**src/rtl/remote_comm.sv**
```systemverilog
// Remote command link: sends 3-byte 8N1 command frames on TX and receives
// single response bytes on RX, both running from one BAUD_DIV bit-time.
module remote_comm #(
    parameter int unsigned BAUD_DIV = 2604
) (
    input  logic        clk,
    input  logic        rst_n,
    input  logic        snd_cmd,
    input  logic [7:0]  cmd,
    input  logic [15:0] data,
    input  logic        clr_resp_rdy,
    input  logic        RX,
    output logic        TX,
    output logic        busy,
    output logic        cmd_sent,
    output logic [7:0]  resp,
    output logic        resp_rdy
);

    localparam int unsigned CNT_W = 16;
    localparam int unsigned BIT_W = 4;
    localparam logic [CNT_W-1:0] BIT_LAST  = CNT_W'(BAUD_DIV - 1);
    localparam logic [CNT_W-1:0] HALF_LAST = CNT_W'(BAUD_DIV / 2 - 1);
    localparam logic [BIT_W-1:0] STOP_IDX  = BIT_W'(9);

    typedef enum logic [1:0] {
        IDLE,
        SEND_CMD,
        SEND_HI,
        SEND_LO
    } tx_state_e;

    typedef enum logic [2:0] {
        R_IDLE,
        R_START,
        R_DATA,
        R_STOP,
        R_WAIT
    } rx_state_e;

    // ---------------- transmitter ----------------
    tx_state_e        tx_state_q, tx_state_d;
    logic [CNT_W-1:0] tx_cnt_q, tx_cnt_d;
    logic [BIT_W-1:0] tx_bit_q, tx_bit_d;
    logic [7:0]       cmd_q, cmd_d;
    logic [15:0]      data_q, data_d;
    logic             tx_q, tx_d;
    logic             busy_q, busy_d;
    logic             cmd_sent_q, cmd_sent_d;

    logic [7:0]       cur_byte_c;
    logic [9:0]       frame_c;
    logic [BIT_W-1:0] tx_bit_inc_c;
    logic             accept_c;

    assign accept_c     = snd_cmd && (tx_state_q == IDLE);
    assign tx_bit_inc_c = tx_bit_q + BIT_W'(1);
    assign frame_c      = {1'b1, cur_byte_c, 1'b0};

    always_comb begin
        cur_byte_c = data_q[7:0];
        case (tx_state_q)
            SEND_CMD: cur_byte_c = cmd_q;
            SEND_HI:  cur_byte_c = data_q[15:8];
            default:  cur_byte_c = data_q[7:0];
        endcase
    end

    // Bit sequencer: each SEND state emits one 10-bit frame, next frame starts immediately
    always_comb begin
        tx_state_d = tx_state_q;
        tx_cnt_d   = tx_cnt_q;
        tx_bit_d   = tx_bit_q;
        cmd_d      = cmd_q;
        data_d     = data_q;
        tx_d       = tx_q;
        busy_d     = busy_q;
        cmd_sent_d = 1'b0;

        if (tx_state_q == IDLE) begin
            tx_d = 1'b1;
            if (snd_cmd) begin
                cmd_d      = cmd;
                data_d     = data;
                tx_state_d = SEND_CMD;
                busy_d     = 1'b1;
                tx_cnt_d   = '0;
                tx_bit_d   = '0;
                tx_d       = 1'b0;
            end
        end else if (tx_cnt_q != BIT_LAST) begin
            tx_cnt_d = tx_cnt_q + CNT_W'(1);
        end else begin
            tx_cnt_d = '0;
            if (tx_bit_q != STOP_IDX) begin
                tx_bit_d = tx_bit_inc_c;
                tx_d     = frame_c[tx_bit_inc_c];
            end else begin
                tx_bit_d = '0;
                tx_d     = 1'b0;
                case (tx_state_q)
                    SEND_CMD: tx_state_d = SEND_HI;
                    SEND_HI:  tx_state_d = SEND_LO;
                    default: begin
                        tx_state_d = IDLE;
                        tx_d       = 1'b1;
                        busy_d     = 1'b0;
                        cmd_sent_d = 1'b1;
                    end
                endcase
            end
        end
    end

    always_ff @(posedge clk or negedge rst_n) begin
        if (!rst_n) begin
            tx_state_q <= IDLE;
            tx_cnt_q   <= '0;
            tx_bit_q   <= '0;
            cmd_q      <= '0;
            data_q     <= '0;
            tx_q       <= 1'b1;
            busy_q     <= 1'b0;
            cmd_sent_q <= 1'b0;
        end else begin
            tx_state_q <= tx_state_d;
            tx_cnt_q   <= tx_cnt_d;
            tx_bit_q   <= tx_bit_d;
            cmd_q      <= cmd_d;
            data_q     <= data_d;
            tx_q       <= tx_d;
            busy_q     <= busy_d;
            cmd_sent_q <= cmd_sent_d;
        end
    end

    // ---------------- receiver ----------------
    logic             rx_s1_q, rx_s2_q, rx_prev_q;
    rx_state_e        rx_state_q, rx_state_d;
    logic [CNT_W-1:0] rx_cnt_q, rx_cnt_d;
    logic [2:0]       rx_bit_q, rx_bit_d;
    logic [7:0]       rx_sh_q, rx_sh_d;
    logic [7:0]       resp_q, resp_d;
    logic             resp_rdy_q, resp_rdy_d;

    // Synchronizer plus one history flop for start-edge detection
    always_ff @(posedge clk or negedge rst_n) begin
        if (!rst_n) begin
            rx_s1_q   <= 1'b1;
            rx_s2_q   <= 1'b1;
            rx_prev_q <= 1'b1;
        end else begin
            rx_s1_q   <= RX;
            rx_s2_q   <= rx_s1_q;
            rx_prev_q <= rx_s2_q;
        end
    end

    // Clear is applied first so a byte completing in the same cycle wins
    always_comb begin
        rx_state_d = rx_state_q;
        rx_cnt_d   = rx_cnt_q;
        rx_bit_d   = rx_bit_q;
        rx_sh_d    = rx_sh_q;
        resp_d     = resp_q;
        resp_rdy_d = resp_rdy_q;

        if (clr_resp_rdy || accept_c) begin
            resp_rdy_d = 1'b0;
        end

        case (rx_state_q)
            R_IDLE: begin
                if (rx_prev_q && !rx_s2_q) begin
                    rx_state_d = R_START;
                    rx_cnt_d   = '0;
                end
            end
            R_START: begin
                if (rx_cnt_q == HALF_LAST) begin
                    rx_cnt_d   = '0;
                    rx_bit_d   = '0;
                    rx_state_d = rx_s2_q ? R_IDLE : R_DATA;
                end else begin
                    rx_cnt_d = rx_cnt_q + CNT_W'(1);
                end
            end
            R_DATA: begin
                if (rx_cnt_q == BIT_LAST) begin
                    rx_cnt_d = '0;
                    rx_sh_d  = {rx_s2_q, rx_sh_q[7:1]};
                    if (rx_bit_q == 3'd7) begin
                        rx_state_d = R_STOP;
                    end else begin
                        rx_bit_d = rx_bit_q + 3'd1;
                    end
                end else begin
                    rx_cnt_d = rx_cnt_q + CNT_W'(1);
                end
            end
            R_STOP: begin
                if (rx_cnt_q == BIT_LAST) begin
                    rx_cnt_d = '0;
                    if (rx_s2_q) begin
                        resp_d     = rx_sh_q;
                        resp_rdy_d = 1'b1;
                        rx_state_d = R_IDLE;
                    end else begin
                        rx_state_d = R_WAIT;
                    end
                end else begin
                    rx_cnt_d = rx_cnt_q + CNT_W'(1);
                end
            end
            R_WAIT: begin
                if (rx_s2_q) begin
                    rx_state_d = R_IDLE;
                end
            end
            default: rx_state_d = R_IDLE;
        endcase
    end

    always_ff @(posedge clk or negedge rst_n) begin
        if (!rst_n) begin
            rx_state_q <= R_IDLE;
            rx_cnt_q   <= '0;
            rx_bit_q   <= '0;
            rx_sh_q    <= '0;
            resp_q     <= '0;
            resp_rdy_q <= 1'b0;
        end else begin
            rx_state_q <= rx_state_d;
            rx_cnt_q   <= rx_cnt_d;
            rx_bit_q   <= rx_bit_d;
            rx_sh_q    <= rx_sh_d;
            resp_q     <= resp_d;
            resp_rdy_q <= resp_rdy_d;
        end
    end

    assign TX       = tx_q;
    assign busy     = busy_q;
    assign cmd_sent = cmd_sent_q;
    assign resp     = resp_q;
    assign resp_rdy = resp_rdy_q;

endmodule

```
**config.mk**
```make
export PLATFORM = sky130hd
export DESIGN_NAME = remote_comm
export DESIGN_NICKNAME = d
export VERILOG_FILES = /design/src/rtl/remote_comm.sv
export SDC_FILE = /design/constraint.sdc
export NUM_CORES = 1
export LEC_CHECK = 0
export ABC_CLOCK_PERIOD_IN_PS = 2400
export CAP_MARGIN = 15
export CORE_ASPECT_RATIO = 1.25
export CORE_MARGIN = 2
export CORE_UTILIZATION = 52
export CTS_CLUSTER_DIAMETER = 50
export DETAILED_ROUTE_END_ITERATION = 10
export PLACE_DENSITY = 0.76
export REMOVE_ABC_BUFFERS = 1
export SYNTH_ARGS = -nofsm -noshare
export SYNTH_HDL_FRONTEND = slang
export SYNTH_SLANG_ARGS = --single-unit
export TNS_END_PERCENT = 20
```
**constraint.sdc**
```tcl
create_clock -name clk -period 2.4 [get_ports clk]
set_input_delay 0.24 -clock clk [delete_from_list [all_inputs] [get_ports clk]]
set_output_delay 0.24 -clock clk [all_outputs]
set_load 0.02 [all_outputs]
```
; Yosys cells after proc, flatten, opt, wreduce, memory -nomap -nowiden
; Index checks and enable logic that the tools add are counted.
; W data, S select, Z words.
[word_totals]
ff_bits = 91
input_bits = 29
out_inout_bits = 12
elab_cells = 112
[op_classes]
n_addsub = 4
n_lt_le_gt_ge = 1
n_eq_ne = 22
mux = 49
n_reduce_logical = 19
[op_table]
columns = op, count
row1 = $mux W16, 6
row2 = $pmux W16 S3, 1
row3 = $add A16 B1 Y16 const B, 2
row4 = $mux W3, 10
row5 = $ne A2 B2 Y1 const B, 10
row6 = $mux W1, 18
row7 = $eq A16 B11 Y1 const B, 1
row8 = $eq A16 B12 Y1 const B, 1
row9 = $mux W4, 4
row10 = $ne A16 B12 Y1 const B, 1
row11 = $pmux W8 S2, 1
row12 = $pmux W3 S5, 1
row13 = $mux W2, 5
row14 = $reduce_and A2 Y1, 4
row15 = $reduce_and A4 Y1, 2
row16 = $eq A3 B2 Y1 const B, 2
row17 = $eq A3 B3 Y1 const B, 2
row18 = $pmux W3 S2, 1
row19 = $reduce_and A3 Y1, 2
row20 = $reduce_and A6 Y1, 1
row21 = $lt A4 B5 Y1 const B, 1
row22 = $add A4 B1 Y4 const B, 1
row23 = $bmux W1 S4, 1
row24 = $ne A4 B4 Y1 const B, 1
row25 = 14 further kinds, 16

; Longest topological paths before layout
[depth]
depth_word = 7
depth_mapped = 8
ltp_nobuf = 7

; Least setup slack after synthesis
; Ideal clock, no wire load.
[synth_timing]
path_kind = register -> register
start = register rx_cnt_q[0]
end = register rx_state_q[0]
setup_ns = 0.125
t_arrival_ns = 2.207
t_required_ns = 2.275
setup_slack_ns = 0.068
path_stages_with_launch = 7
n_path_buf = 0
synth_period_minus_slack_ns = 2.332
cell_sequence = dfrtp_1 > ha_1 > or4b_4 > nor4_4 > nor2_1 > nor2_2 > mux2_2
[synth_via]
elab_chain_len = 3
[synth_lines]
columns = item, line_no
row1 = start: declaration, 140  ; logic [CNT_W-1:0] rx_cnt_q, rx_cnt_d;
row2 = start signal: assignment, 234  ; rx_cnt_q <= rx_cnt_d;
row3 = $eq A16 B12 Y1 or $eq A16 B11 Y1 (tied branches), "189, 202, 180"
row4 = $ne A2 B2 Y1 (no line), --
row5 = $reduce_and A6 Y1 (no line) *, --
row6 = end signal: assignment, 233  ; rx_state_q <= rx_state_d;
row7 = end: declaration, 139  ; rx_state_e rx_state_q, rx_state_d;
; Every way passes the cells marked *; elsewhere a longest branch is shown, timed or not.
; A chain may end at the register's enable or synchronous reset.

; Worst setup path in the final report
[layout_timing]
start = register rx_cnt_q[1]
end = register rx_bit_q[0]
[layout_via]
elab_chain_len = 3
[layout_lines]
columns = item, line_no
row1 = $eq A16 B12 Y1 or $eq A16 B11 Y1 (tied branches), "189, 180"
row2 = $ne A2 B2 Y1 (no line), --
row3 = $reduce_and A4 Y1 (no line) *, --
row4 = end signal: assignment, 235  ; rx_bit_q <= rx_bit_d;
row5 = end: declaration, 141  ; logic [2:0] rx_bit_q, rx_bit_d;
; Marks and branches as above.

==> run summary <==
Most common cell after layout, fill and taps aside = dfrtp_1
Synth Area in XOR/XNOR = 0.0132
Placeable Area = 0.00870 mm²
Max Cap Viol = 0
Row Count = 38
Fmax = 429 MHz
Origin of the critical flop-to-flop path = rx_cnt_q[1]
WP data required = 2.66 ns
Pre-antenna DRT Iters = 4
Initial Utilization = 0.535
Final Hold Viols = 0
VDD IR max = 0.473 mV
Final ANT Viol Nets = 0
Area Growth Syn to Fin = 18.7%
Max Root-Sink Buffers = 2
Die width = 88.6 µm
Number of H-tree levels = 3
Root buf cell = clkbuf_8
Slew headroom = 0.559
Antenna diode count = 0
Vias = 3,667
Adder-Cell Fraction of Synth Area = 0.0269
DR WL/cell = 16.0 µm
Clock sinks = 91
Port bufs = 40
Slew @ Worst Pin = 0.659 ns
Worst-path clk slew = 0.10 ns
FFs w/ async S/R, synth = 1.00
Crit path launch = rx_cnt_q[1]
Hold Path Class = input pin to flip-flop
Cells after synthesis = 448
Global-route wire length before repair = 16,800 µm
Seq/Total Area, Yosys = 0.490
HP Start = RX
Largest cells by area after synthesis = dfrtp_1 47%, mux2_2 10%, nand2_1 3.8%
Yosys reg bits = 91
CTS tree = yes
DP Area = 0.00531 mm²
Final Cell Area = 0.00553 mm²
Skew-Pair Late Insertion Delay = 0.37 ns
Post-synth top flop = dfrtp_1
Crit path kind = flip-flop to flip-flop
Final Max Tran Viols = 0
Pin count of the biggest net entering global routing = 57
Clk_skew = 0.0127 ns
Critical Path Max Stage Delay = 0.47 ns
Final Worst Setup Slack = 0.0674 ns
Synth warn = 0
Compound-Gate Fraction of Synth Area = 0.118
Share of cells above drive strength 1 = 0.203
Min Tclk post-route = 2.33 ns
I/O pin count = 41
# setup viols final = 0
CP arrival = 2.60 ns
Run status = completed
EDFF count, synth = 0
TritonCTS buffer count = 9
Vias/cell = 5.84
CP max-delay cell = or4b_4
Leakage power = 2.47 nW
Final core occ = 0.635
Power consumption = 3.41 mW
GR Util All Layers = 0.220
Hold Slack = 0.267 ns
Synth Cell Area = 0.00465 mm²
Top cell type's share of synthesized area = 0.468
Final Cycle Share = 0.972
Most frequent cells in the layout = 87 x dfrtp_1, 47 x nand2_1, 43 x mux2_2, 39 x clkdlybuf4s50_1, 29 x nor2_1
Power per cell area = 616 mW/mm²
Crit path max fanout = 5
DP Worst Slack = 0.0337 ns
Critical Path End Type = flip-flop
Iter 0 DRT Violations = 168
Fillcell total = 723
Mean Syn Cell Area = 10.4 µm²
Gpl congestion = 0.865
DP HPWL = 7010 µm
Total Wirelength = 10,000 µm
Cell accounting for the most synthesized area = dfrtp_1
DIE HEIGHT = 110 µm
Synth Area in Simple Gates = 0.199
Mux cell area share after synthesis = 0.126
Final net count = 542
DRC Markers = 0
RSZ-0062 raised after global routing = true
Die Footprint = 0.00973 mm²
Largest family of logic cells by synthesized area = simple AND/OR/NAND/NOR gates
CP Launch Type = flip-flop
Post-CTS setup buffer count = 0
Gr ovfl total = 0
Vias in the first global route = 3,634
Initial antenna violation count = 0
Post-synth cell types = 59
Worst path cell trace = ha_2 > or4b_4 > nor4_4 > nand3_1 > a211o_1 > mux2_1
cells by family after synthesis:
family,after synthesis
mux,52
compound gates,85
buf+inv,30
xor+xnor,7
simple gates,173
fa+ha+maj,10
flops,91
layout make-up:
type / instances / area [µm²] / area share
sequential: 91 / 2280 / 0.413
multi-input combinational: 327 / 2250 / 0.408
timing repair buffer: 65 / 601 / 0.109
tap: 120 / 150 / 0.0272
clock buffer: 9 / 124 / 0.0224
clock inverter: 7 / 81.3 / 0.0147
inverter: 9 / 33.8 / 0.00611
cells in the mapped netlist (3+ instances only):
library cell  instances
o31ai_1               4
nand3_1              20
nor2b_1               8
xor2_1                4
nand3b_1              4
a221oi_1              3
a22o_1                3
mux2_2               43
o211ai_1              8
a22oi_1               4
nand2_1              47
o22ai_1              11
o21ai_0              23
nor4bb_1              3
nand4_1               9
dfrtp_1              87
clkbuf_1             18
and2_1                6
and3_1                3
nor4_1                4
or2_2                 4
a21oi_1              13
inv_1                 9
xnor2_1               3
ha_1                 10
dfstp_2               4
mux2i_1               7
nor3_1               13
nand4b_1              3
nand2b_1              6
nor2_1               29
per-stage QoR:
step           setup TNS, ns  std cells
6_report                   0        628
2_1_floorplan        -0.0304        427
3_3_place_gp               0        611
3_5_place_dp               0        611
5_1_grt               -0.541        628
4_1_cts                    0        628
metal layers:
| layer | GRT usage | wire length (µm) | part of all wire | vias to the layer above |
|---|---|---|---|---|
| met5 | 0 | 0 | 0 | - |
| met4 | 0.0823 | 180 | 0.018 | 0 |
| met3 | 0.0353 | 332 | 0.033 | 13 |
| met2 | 0.366 | 5110 | 0.51 | 83 |
| met1 | 0.288 | 4410 | 0.44 | 1825 |
| li1 | - | - | - | 1746 |
sequential cells by signal (all words and copies together) (netlist names), 3 cells and up:
name	count
resp	8
cmd_q	8
rx_bit_q	3
rx_sh_q	8
rx_cnt_q	16
rx_state_q	3
data_q	16
tx_cnt_q	16
tx_bit_q	4
path summary, 6_finish.rpt:
| path | endpoint | cells past startpoint | slack [ns] |
|---|---|---|---|
| min in group asynchronous | rx_cnt_q[3] | 2 | 0.35 |
| max in group asynchronous | rx_s2_q | 3 | 1.32 |
| min | rx_s1_q | 1 | 0.27 |
| min reg2reg | rx_s2_q | 0 | 0.38 |
| max reg2reg | rx_bit_q[0] | 6 | 0.07 |
| max | rx_bit_q[0] | 6 | 0.07 |
critical path, delay by kind of cell, from the launching register on:
family | cells | cell delay, ns
flops | 1 | 0.42
fa+ha+maj | 1 | 0.20
simple gates | 3 | 1.01
compound gates | 1 | 0.30
mux | 1 | 0.31
where the power goes:
| group | switching (mW) | internal (mW) | total [mW] |
|---|---|---|---|
| Clock | 0.606 | 0.500 | 1.11 |
| Sequential | 0.0636 | 1.59 | 1.66 |
| Combinational | 0.382 | 0.261 | 0.643 |
| Total | 1.05 | 2.35 | 3.41 |
what timing repair did:
action                     CTS  global route
resized for setup            0             2
hold buffers                 1             0
hold endpoints to repair    34             0
setup endpoints to repair    0            22
Power figures use the tool's default switching activity.
